## config.mk

```make
export PLATFORM = sky130hd
export DESIGN_NAME = core_pipe_fetch_cfr
export DESIGN_NICKNAME = d
export VERILOG_FILES = /design/src/rtl/core_pipe_fetch_cfr.sv
export SDC_FILE = /design/constraint.sdc
export NUM_CORES = 1
export LEC_CHECK = 0
export CAP_MARGIN = 10
export CORE_UTILIZATION = 51
export DETAILED_ROUTE_END_ITERATION = 8
export GPL_ROUTABILITY_DRIVEN = 0
export GPL_TIMING_DRIVEN = 0
export HOLD_SLACK_MARGIN = 0.06
export PLACE_DENSITY = 0.8
export SYNTH_ARGS = -nofsm -noshare
export SYNTH_HDL_FRONTEND = slang
export SYNTH_SLANG_ARGS = --single-unit
export TNS_END_PERCENT = 100
```

## constraint.sdc

```tcl
create_clock -name g_clk -period 6.25 [get_ports g_clk]
set_input_delay 0.625 -clock g_clk [delete_from_list [all_inputs] [get_ports g_clk]]
set_output_delay 0.625 -clock g_clk [all_outputs]
set_load 0.02 [all_outputs]
```

## src/rtl/core_pipe_fetch_cfr.sv

```systemverilog
// Instruction fetch stage: issues imem reads, buffers responses for decode and
// responds to control-flow redirects. Optional same-cycle redirect fetch: CORE_FETCH_CF_BYPASS_EN.
module core_pipe_fetch_cfr #(
  parameter int unsigned         MEM_ADDR_R      = 31,
  parameter int unsigned         XL              = 31,
  parameter logic [MEM_ADDR_R:0] PC_RESET        = '0,
  parameter int unsigned         BUF_DEPTH       = 4,
  parameter int unsigned         MAX_OUTSTANDING = 2
) (
  input  logic                  g_clk,
  input  logic                  g_resetn,
  input  logic                  cf_valid,
  output logic                  cf_ack,
  input  logic [MEM_ADDR_R:0]   cf_target,
  output logic                  imem_req,
  input  logic                  imem_gnt,
  output logic [MEM_ADDR_R:0]   imem_addr,
  input  logic                  imem_recv,
  input  logic [31:0]           imem_rdata,
  input  logic                  imem_error,
  output logic                  s1_valid,
  input  logic                  s1_ready,
  output logic [31:0]           s1_instr,
  output logic [XL:0]           s1_pc,
  output logic                  s1_error
);

  localparam int unsigned AW  = MEM_ADDR_R + 1;
  localparam int unsigned PCW = XL + 1;
  localparam int unsigned PW  = $clog2(BUF_DEPTH);
  localparam int unsigned CW  = PW + 2;

  typedef struct packed {
    logic [31:0]   instr;
    logic          err;
    logic [AW-1:0] pc;
  } entry_t;

  logic [AW-1:0] pc_q, pc_d;
  logic          req_hold_q, req_hold_d;
  logic [CW-1:0] outst_q, outst_d;
  logic [CW-1:0] disc_q, disc_d;
  logic [CW-1:0] cnt_q, cnt_d;
  logic [PW-1:0] wp_q, wp_d, rp_q, rp_d;
  entry_t        buf_q [BUF_DEPTH];
  logic [AW-1:0] aq_q  [MAX_OUTSTANDING];

  logic          grant, push, pop, room;
  logic [CW-1:0] aq_idx;
  logic [AW-1:0] grant_pc;
  entry_t        head;

  assign cf_ack = g_resetn && cf_valid && !req_hold_q;
  assign grant  = imem_req && imem_gnt;
  assign pop    = s1_valid && s1_ready;
  assign push   = imem_recv && (disc_q == '0) && !cf_ack;
  assign room   = ((cnt_q + outst_q - disc_q) < CW'(BUF_DEPTH)) &&
                  (outst_q < CW'(MAX_OUTSTANDING));

  always_comb begin
    imem_req  = 1'b0;
    imem_addr = {pc_q[AW-1:2], 2'b00};
    if (!g_resetn) begin
      imem_req = 1'b0;
    end else if (req_hold_q) begin
      imem_req = 1'b1;
    end else if (cf_ack) begin
`ifdef CORE_FETCH_CF_BYPASS_EN
      imem_req  = (outst_q - CW'(imem_recv)) < CW'(MAX_OUTSTANDING);
      imem_addr = {cf_target[AW-1:2], 2'b00};
`else
      imem_req  = 1'b0;
`endif
    end else begin
      imem_req = room;
    end
  end

  // The in-flight PC queue is a shift register: the head always matches the next response.
  assign grant_pc = cf_ack ? cf_target : pc_q;
  assign aq_idx   = outst_q - CW'(imem_recv);

  always_comb begin
    req_hold_d = imem_req && !imem_gnt;
    outst_d    = outst_q + CW'(grant) - CW'(imem_recv);
    pc_d       = pc_q;
    disc_d     = disc_q;
    cnt_d      = cnt_q + CW'(push) - CW'(pop);
    wp_d       = wp_q + PW'(push);
    rp_d       = rp_q + PW'(pop);
    if (imem_recv && (disc_q != '0)) begin
      disc_d = disc_q - CW'(1);
    end
    if (cf_ack) begin
      pc_d   = grant ? (cf_target + AW'(4)) : cf_target;
      disc_d = outst_d;
      cnt_d  = '0;
      wp_d   = '0;
      rp_d   = '0;
    end else if (grant) begin
      pc_d = pc_q + AW'(4);
    end
  end

  always_ff @(posedge g_clk) begin
    if (!g_resetn) begin
      pc_q       <= PC_RESET;
      req_hold_q <= 1'b0;
      outst_q    <= '0;
      disc_q     <= '0;
      cnt_q      <= '0;
      wp_q       <= '0;
      rp_q       <= '0;
    end else begin
      pc_q       <= pc_d;
      req_hold_q <= req_hold_d;
      outst_q    <= outst_d;
      disc_q     <= disc_d;
      cnt_q      <= cnt_d;
      wp_q       <= wp_d;
      rp_q       <= rp_d;
    end
  end

  always_ff @(posedge g_clk) begin
    if (push) begin
      buf_q[wp_q] <= '{instr: imem_rdata, err: imem_error, pc: aq_q[0]};
    end
    if (imem_recv) begin
      for (int unsigned i = 0; i + 1 < MAX_OUTSTANDING; i++) begin
        aq_q[i] <= aq_q[i+1];
      end
    end
    for (int unsigned i = 0; i < MAX_OUTSTANDING; i++) begin
      if (grant && (aq_idx == CW'(i))) begin
        aq_q[i] <= grant_pc;
      end
    end
  end

  assign head     = buf_q[rp_q];
  assign s1_valid = (cnt_q != '0);
  assign s1_instr = head.instr;
  assign s1_error = head.err;
  assign s1_pc    = PCW'(head.pc);

endmodule

```

Word level (Yosys, flattened, before mapping). Memories as Yosys holds them, arrays and structs flattened. A register that Yosys moved wholly into a read port is not among the register bits. Cells that the tools add are included.

Eq/ne operators: 1. $lt $le $gt $ge: 2. Bitwise gates (word level): 2. Reduce and logical (&&, ||, !) cells: 21. Multiplexer cells: 19. Add/sub/neg operators: 12.

Operators by type and width (count): 2-to-1 mux 32 bit (5); adder 32 x 3 -> 32 bit, second input constant (2); subtractor 4 x 1 -> 4 bit (3); logical AND 1 bit (11); 2-to-1 mux 1 bit (11); adder 4 x 1 -> 4 bit (2); zero test 4 bit (2); 2-to-1 mux 4 bit (2); nonzero test 4 bit (2); adder 2 x 1 -> 2 bit (2); adder 4 bit (1); equality test 4 x 1 -> 1 bit, second input constant (1); < comparator 4 x 2 -> 1 bit, second input constant (1); < comparator 4 x 3 -> 1 bit, second input constant (1); nonzero test 2 bit (2); subtractor 4 x 1 -> 4 bit, second input constant (1); subtractor 4 bit (1); zero test 1 bit (3); 2-to-1 mux 2 bit (1); OR reduction 2 bit (1); inverter 1 bit (1); OR 1 bit (1).

Memories: 2. Bits of input ports: 71. RAM bits: 324. Output and inout port bits: 100. Bits in registers: 49. Word-level logic and storage cells: 66.

Memories: buf_q (words 4, width 65, rd ports 1, clocked after memory_dff 1, wr ports 1, RTL line 45) `entry_t buf_q [BUF_DEPTH];`; aq_q (words 2, width 32, rd ports 2, clocked after memory_dff 0, wr ports 2, RTL line 46) `logic [AW-1:0] aq_q [MAX_OUTSTANDING];`.

Logic depth before layout (Yosys ltp).
Word-level depth: 12. Gate-level depth with buffers: 21. Depth with buffers taken out: 18.

Least setup slack after synthesis. No wires, ideal clock.

Path kind: input port to flip-flop. From: input port cf_valid. To: memory buf_q[2][0] (netlist name) (enable). Buffers on the path: 1. Cell stages on the path: 4. Slack: -0.337 ns. Setup time: 0.582 ns. Arrival time: 6.005 ns. Data required time: 5.668 ns. Cells stage by stage: nand3b_1 clkbuf_1 nand3_1 nor3b_1.

Word-level cells in the longest chain between the ends: 6.

Ends and longest elaborated chain: start, declared (RTL line 12) `input logic cf_valid,`; logical AND 1 bit (2 in series) (RTL line 53) `assign cf_ack = g_resetn && cf_valid && !req_hold_q;`; zero test 1 bit (RTL line 56) `assign push = imem_recv && (disc_q == '0) && !cf_ack;`; logical AND 1 bit (RTL line 56); 2-to-1 mux 1 bit (RTL line 126) `if (push) begin`; 2-to-1 mux 1 bit (not written as such) (RTL line 127) `buf_q[wp_q] <= '{instr: imem_rdata, err: imem_error, pc: aq_q[0]};`; end, declared (RTL line 45).

No other way between the ends.

Worst setup path in the final report.
From: register outst_q[2]. To: register disc_q[2].

Word-level cells in the longest chain between the ends: 11.

Ends and longest elaborated chain: start, declared (RTL line 41) `logic [CW-1:0] outst_q, outst_d;`; start signal, assigned (RTL line 117) `outst_q <= outst_d;`; adder 4 bit (RTL line 57) `assign room = ((cnt_q + outst_q - disc_q) < CW'(BUF_DEPTH)) &&`; subtractor 4 bit (RTL line 57); < comparator 4 x 3 -> 1 bit (RTL line 57); logical AND 1 bit (RTL line 57); 2-to-1 mux 1 bit (RTL line 67) `end else if (cf_ack) begin`; 2-to-1 mux 1 bit (RTL line 65) `end else if (req_hold_q) begin`; 2-to-1 mux 1 bit (RTL line 63) `if (!g_resetn) begin`; logical AND 1 bit (RTL line 54) `assign grant = imem_req && imem_gnt;`; adder 4 x 1 -> 4 bit * (RTL line 85) `outst_d = outst_q + CW'(grant) - CW'(imem_recv);`; subtractor 4 x 1 -> 4 bit * (RTL line 85); 2-to-1 mux 4 bit * (RTL line 94) `if (cf_ack) begin`; end signal, assigned (RTL line 118) `disc_q <= disc_d;`; end, declared (RTL line 42) `logic [CW-1:0] disc_q, disc_d;`.

Every way passes the cells marked *; elsewhere a longest branch is shown, timed or not. A chain may end at the register's enable or synchronous reset.

==> summary.txt <==
Outcome
  – Status: complete, no violations

Hold path
  – Cells on Worst Hold Path: 0
  – Worst hold start: aq_q[0][19]
  – HP Class: reg2reg
  – Hold EP: buf_q[1][19]

Detailed routing
  – Final WL: 33,500 microns
  – DRC Markers: 0
  – DR vias: 9,068
  – Detail Route Antenna Nets: 0
  – WL/cell: 21.1 microns
  – Vias/cell: 5.71
  – DRT Pass-1 Iters: 7
  – Number of DRC markers in iteration 0: 879

Finish
  – Final nets: 1,269
  – Share of layout cells above drive strength 1: 17.7%
  – Post-route cell area: 18,900 sq um
  – Area of the multi-input gates: 4150 sq um
  – Area Overhead vs Synth: 23.4%
  – Sequential cell area: 10,700 sq um
  – ANT cells: 0
  – Non-Filler Instances: 1,588
  – Filler instances: 2,121

STA
  – Worst hold slack: 0.500 ns
  – Final setup viols: 0
  – Max Transition Viols Final: 0
  – Rel. slew slack: 26.8%
  – Minimum clock period: 4.53 ns
  – Setup ws final: 1.72 ns
  – RSZ-0062 raised after global routing: no
  – Peak Freq: 221 MHz
  – Worst-Margin Slew: 1.08 ns
  – Worst Skew: 0.00941 ns
  – Final worst-path cycle share: 72.6%
  – Final Hold Viols: 0

Synth
  – Post-synth design cell area: 15,300 sq um
  – Synth async-reset ratio: 0%
  – Register bit total from synthesis: 373
  – Post-synth EDFFs: 324
  – Cells after Synth: 952
  – Synth top area cells: edfxtp_1 63%, mux4_2 9.5%, dfxtp_1 6.4%
  – YS warnings: 0
  – Syn avg cell area: 16.1 sq um
  – Post-synth top area share: 63.4%
  – Post-synth top area cell: edfxtp_1
  – Ys flop type: edfxtp_1
  – Cell variety after synth: 58
  – Seq/Total Area, Yosys: 69.8%

Place
  – Dpl cells: 1,525
  – PortBufs: 168
  – Place WS: 1.82 ns
  – Area post-placement: 17,800 sq um
  – Hpwl dp: 22,700 microns

Floorplan
  – Core area: 29,600 sq um
  – Die Footprint: 30,800 sq um
  – Initial Util: 51.8%
  – IO Count: 171
  – Die Y: 175 microns
  – Core Rows: 63
  – Die Wd: 175 microns

Power
  – Static Leak: 6.42 nW
  – Peak VDD IR: 0.187 mV
  – Power density cells: 388 nW/um^2

Critical path
  – Critical Path Sink Type: flop
  – Worst r2r src: outst_q[2]
  – Worst Setup Path Type: reg2reg
  – Register-to-Register Path Depth: 19
  – Setup crit start kind: flop
  – CP Max Fanout: 10
  – Reg2reg setup slack: 1.72 ns
  – Worst path required time: 6.67 ns
  – WP data arrival: 4.95 ns
  – Reg2Reg Capture Point: disc_q[2]

GRT
  – First-pass GRT wire length: 51,500 microns
  – Global route overflow: 0
  – Initial antenna violation count: 0
  – Largest net degree at the start of global routing: 49
  – GRT Resource Usage Total: 22.1%
  – Vias in the first global route: 9,114

Clocking
  – Clock tree sinks: 373
  – Number of post-CTS setup repair buffers: 0
  – Root buffer cell: clkbuf_16
  – TritonCTS clock tree: done
  – Worst skew pair latency: 0.51 ns
  – H-tree depth: 2
  – Clock Path Buffers: 3
  – Clk slew on worst S/H paths: 0.06 ns
  – CTS buffer count: 37
  – Post-CTS sizing: 0
  – Hold Buf Count CTS: 0

Flow run
  – Max_cap viols: 0
-- Yosys cell counts, types with 7 or more instances --
master and n:
and4_1 7, mux2_2 32, a21oi_1 16, buf_4 32, inv_1 24, o21ai_0 22
nor3_1 9, ha_1 20, xnor2_1 11, and3_1 17, mux4_2 65, nor2_1 29
clkbuf_1 29, o211ai_1 7, nand3_1 20, dfxtp_1 49, and2_1 8, nand2_1 126
buf_1 11, edfxtp_1 324
-- worst max-delay path, cell delays in order, from the launching register on --
cell and delay [ns]:
dfxtp_1 0.34, inv_1 0.11, fa_1 0.54, inv_1 0.05, ha_1 0.33, or2_2 0.28, o211ai_1 0.21, o22a_2 0.23
and3_1 0.17, buf_6 0.17, inv_2 0.06, buf_6 0.14, clkbuf_1 0.29, ha_1 0.38, inv_1 0.04, ha_1 0.19
fa_1 0.39, xnor2_1 0.20, nor2_1 0.07, a211oi_1 0.22
-- stage by stage --
stage | total power [mW] | utilization [%] | TNS, ns
global route | 7.67 | 63.8 | 0
global placement | 5.22 | 59.1 | -407.01
floorplan | 4.47 | - | 0
detailed placement | 5.28 | 60.0 | 0
CTS | 7.40 | 63.8 | 0
finish | 7.35 | 63.8 | 0
-- cell type report --
type / count / share of cell area, %
Timing Repair Buffer: 182 / 10.1
Clock inverter: 13 / 0.767
Tap cell: 390 / 2.58
Multi-Input combinational cell: 478 / 21.9
Inverter: 25 / 0.496
Sequential cell: 373 / 56.6
Buffer: 77 / 2.26
Clock buffer: 50 / 5.31
-- layout by cell type (no fill, tap or decap), drive strengths merged, types with 3 or more instances in the layout --
cell | synthesis | final
a211oi | 6 | 6
a21oi | 17 | 17
a31oi | 6 | 6
a32o | 3 | 3
and2 | 8 | 8
and3 | 17 | 17
and4 | 7 | 7
buf | 48 | 62
bufinv | 0 | 3
clkbuf | 29 | 79
clkdlybuf4s50 | 0 | 168
clkinv | 0 | 7
dfxtp | 49 | 49
edfxtp | 324 | 324
fa | 4 | 4
ha | 20 | 20
inv | 25 | 26
mux2 | 32 | 32
mux4 | 65 | 65
nand2 | 126 | 126
nand3 | 20 | 20
nand3b | 3 | 3
nand4 | 6 | 6
nor2 | 29 | 29
nor3 | 9 | 9
o211ai | 7 | 7
o21ai | 22 | 22
o221ai | 3 | 3
o22ai | 5 | 5
o31a | 3 | 3
o31ai | 5 | 5
or3 | 3 | 3
or4 | 4 | 4
xnor2 | 14 | 14
xor2 | 6 | 6
-- sequential cells by signal, indices dropped and copies added, names as in the netlist --
register and cells:
aq_q 64, outst_q 4, cnt_q 4, buf_q 260, req_hold_q 1, pc_q 32, disc_q 4, wp_q 2
rp_q 2
-- per-layer routing --
layer  global-route usage [%]  wire [microns]  vias up
met3                     3.85            2820       62
met1                     30.2           13700     4480
li1                         -               -     4081
met2                     36.4           16200      445
met5                        0               0        -
met4                     6.49             818        0
-- worst max-delay path by stage --
stage / from / endpoint
5_1_grt: outst_q[2] / disc_q[2]
3_3_place_gp: g_resetn / buf_q[0][6]
3_5_place_dp: outst_q[2] / disc_q[2]
6_report: outst_q[2] / disc_q[2]
2_1_floorplan: cf_valid / buf_q[0][0]
4_1_cts: outst_q[2] / disc_q[2]
-- kinds of logic after synthesis --
group | after synthesis | synth area share [%]
simple gates | 244 | 7.44
mux | 99 | 12.0
compound gates | 89 | 3.84
xor+xnor | 20 | 1.29
buf+inv | 102 | 3.40
other cells | 1 | 0.0244
fa+ha+maj | 24 | 2.15
flops | 373 | 69.8
-- power by group --
part	switching (mW)	leakage, nW	total, mW	internal, mW
Clock	0.870	0.557	2.12	1.25
Combinational	1.14	2.51	2.16	1.01
Sequential	0.130	3.36	3.08	2.95
Total	2.14	6.42	7.35	5.21
Note: power is estimated with default switching activity, not from simulation.
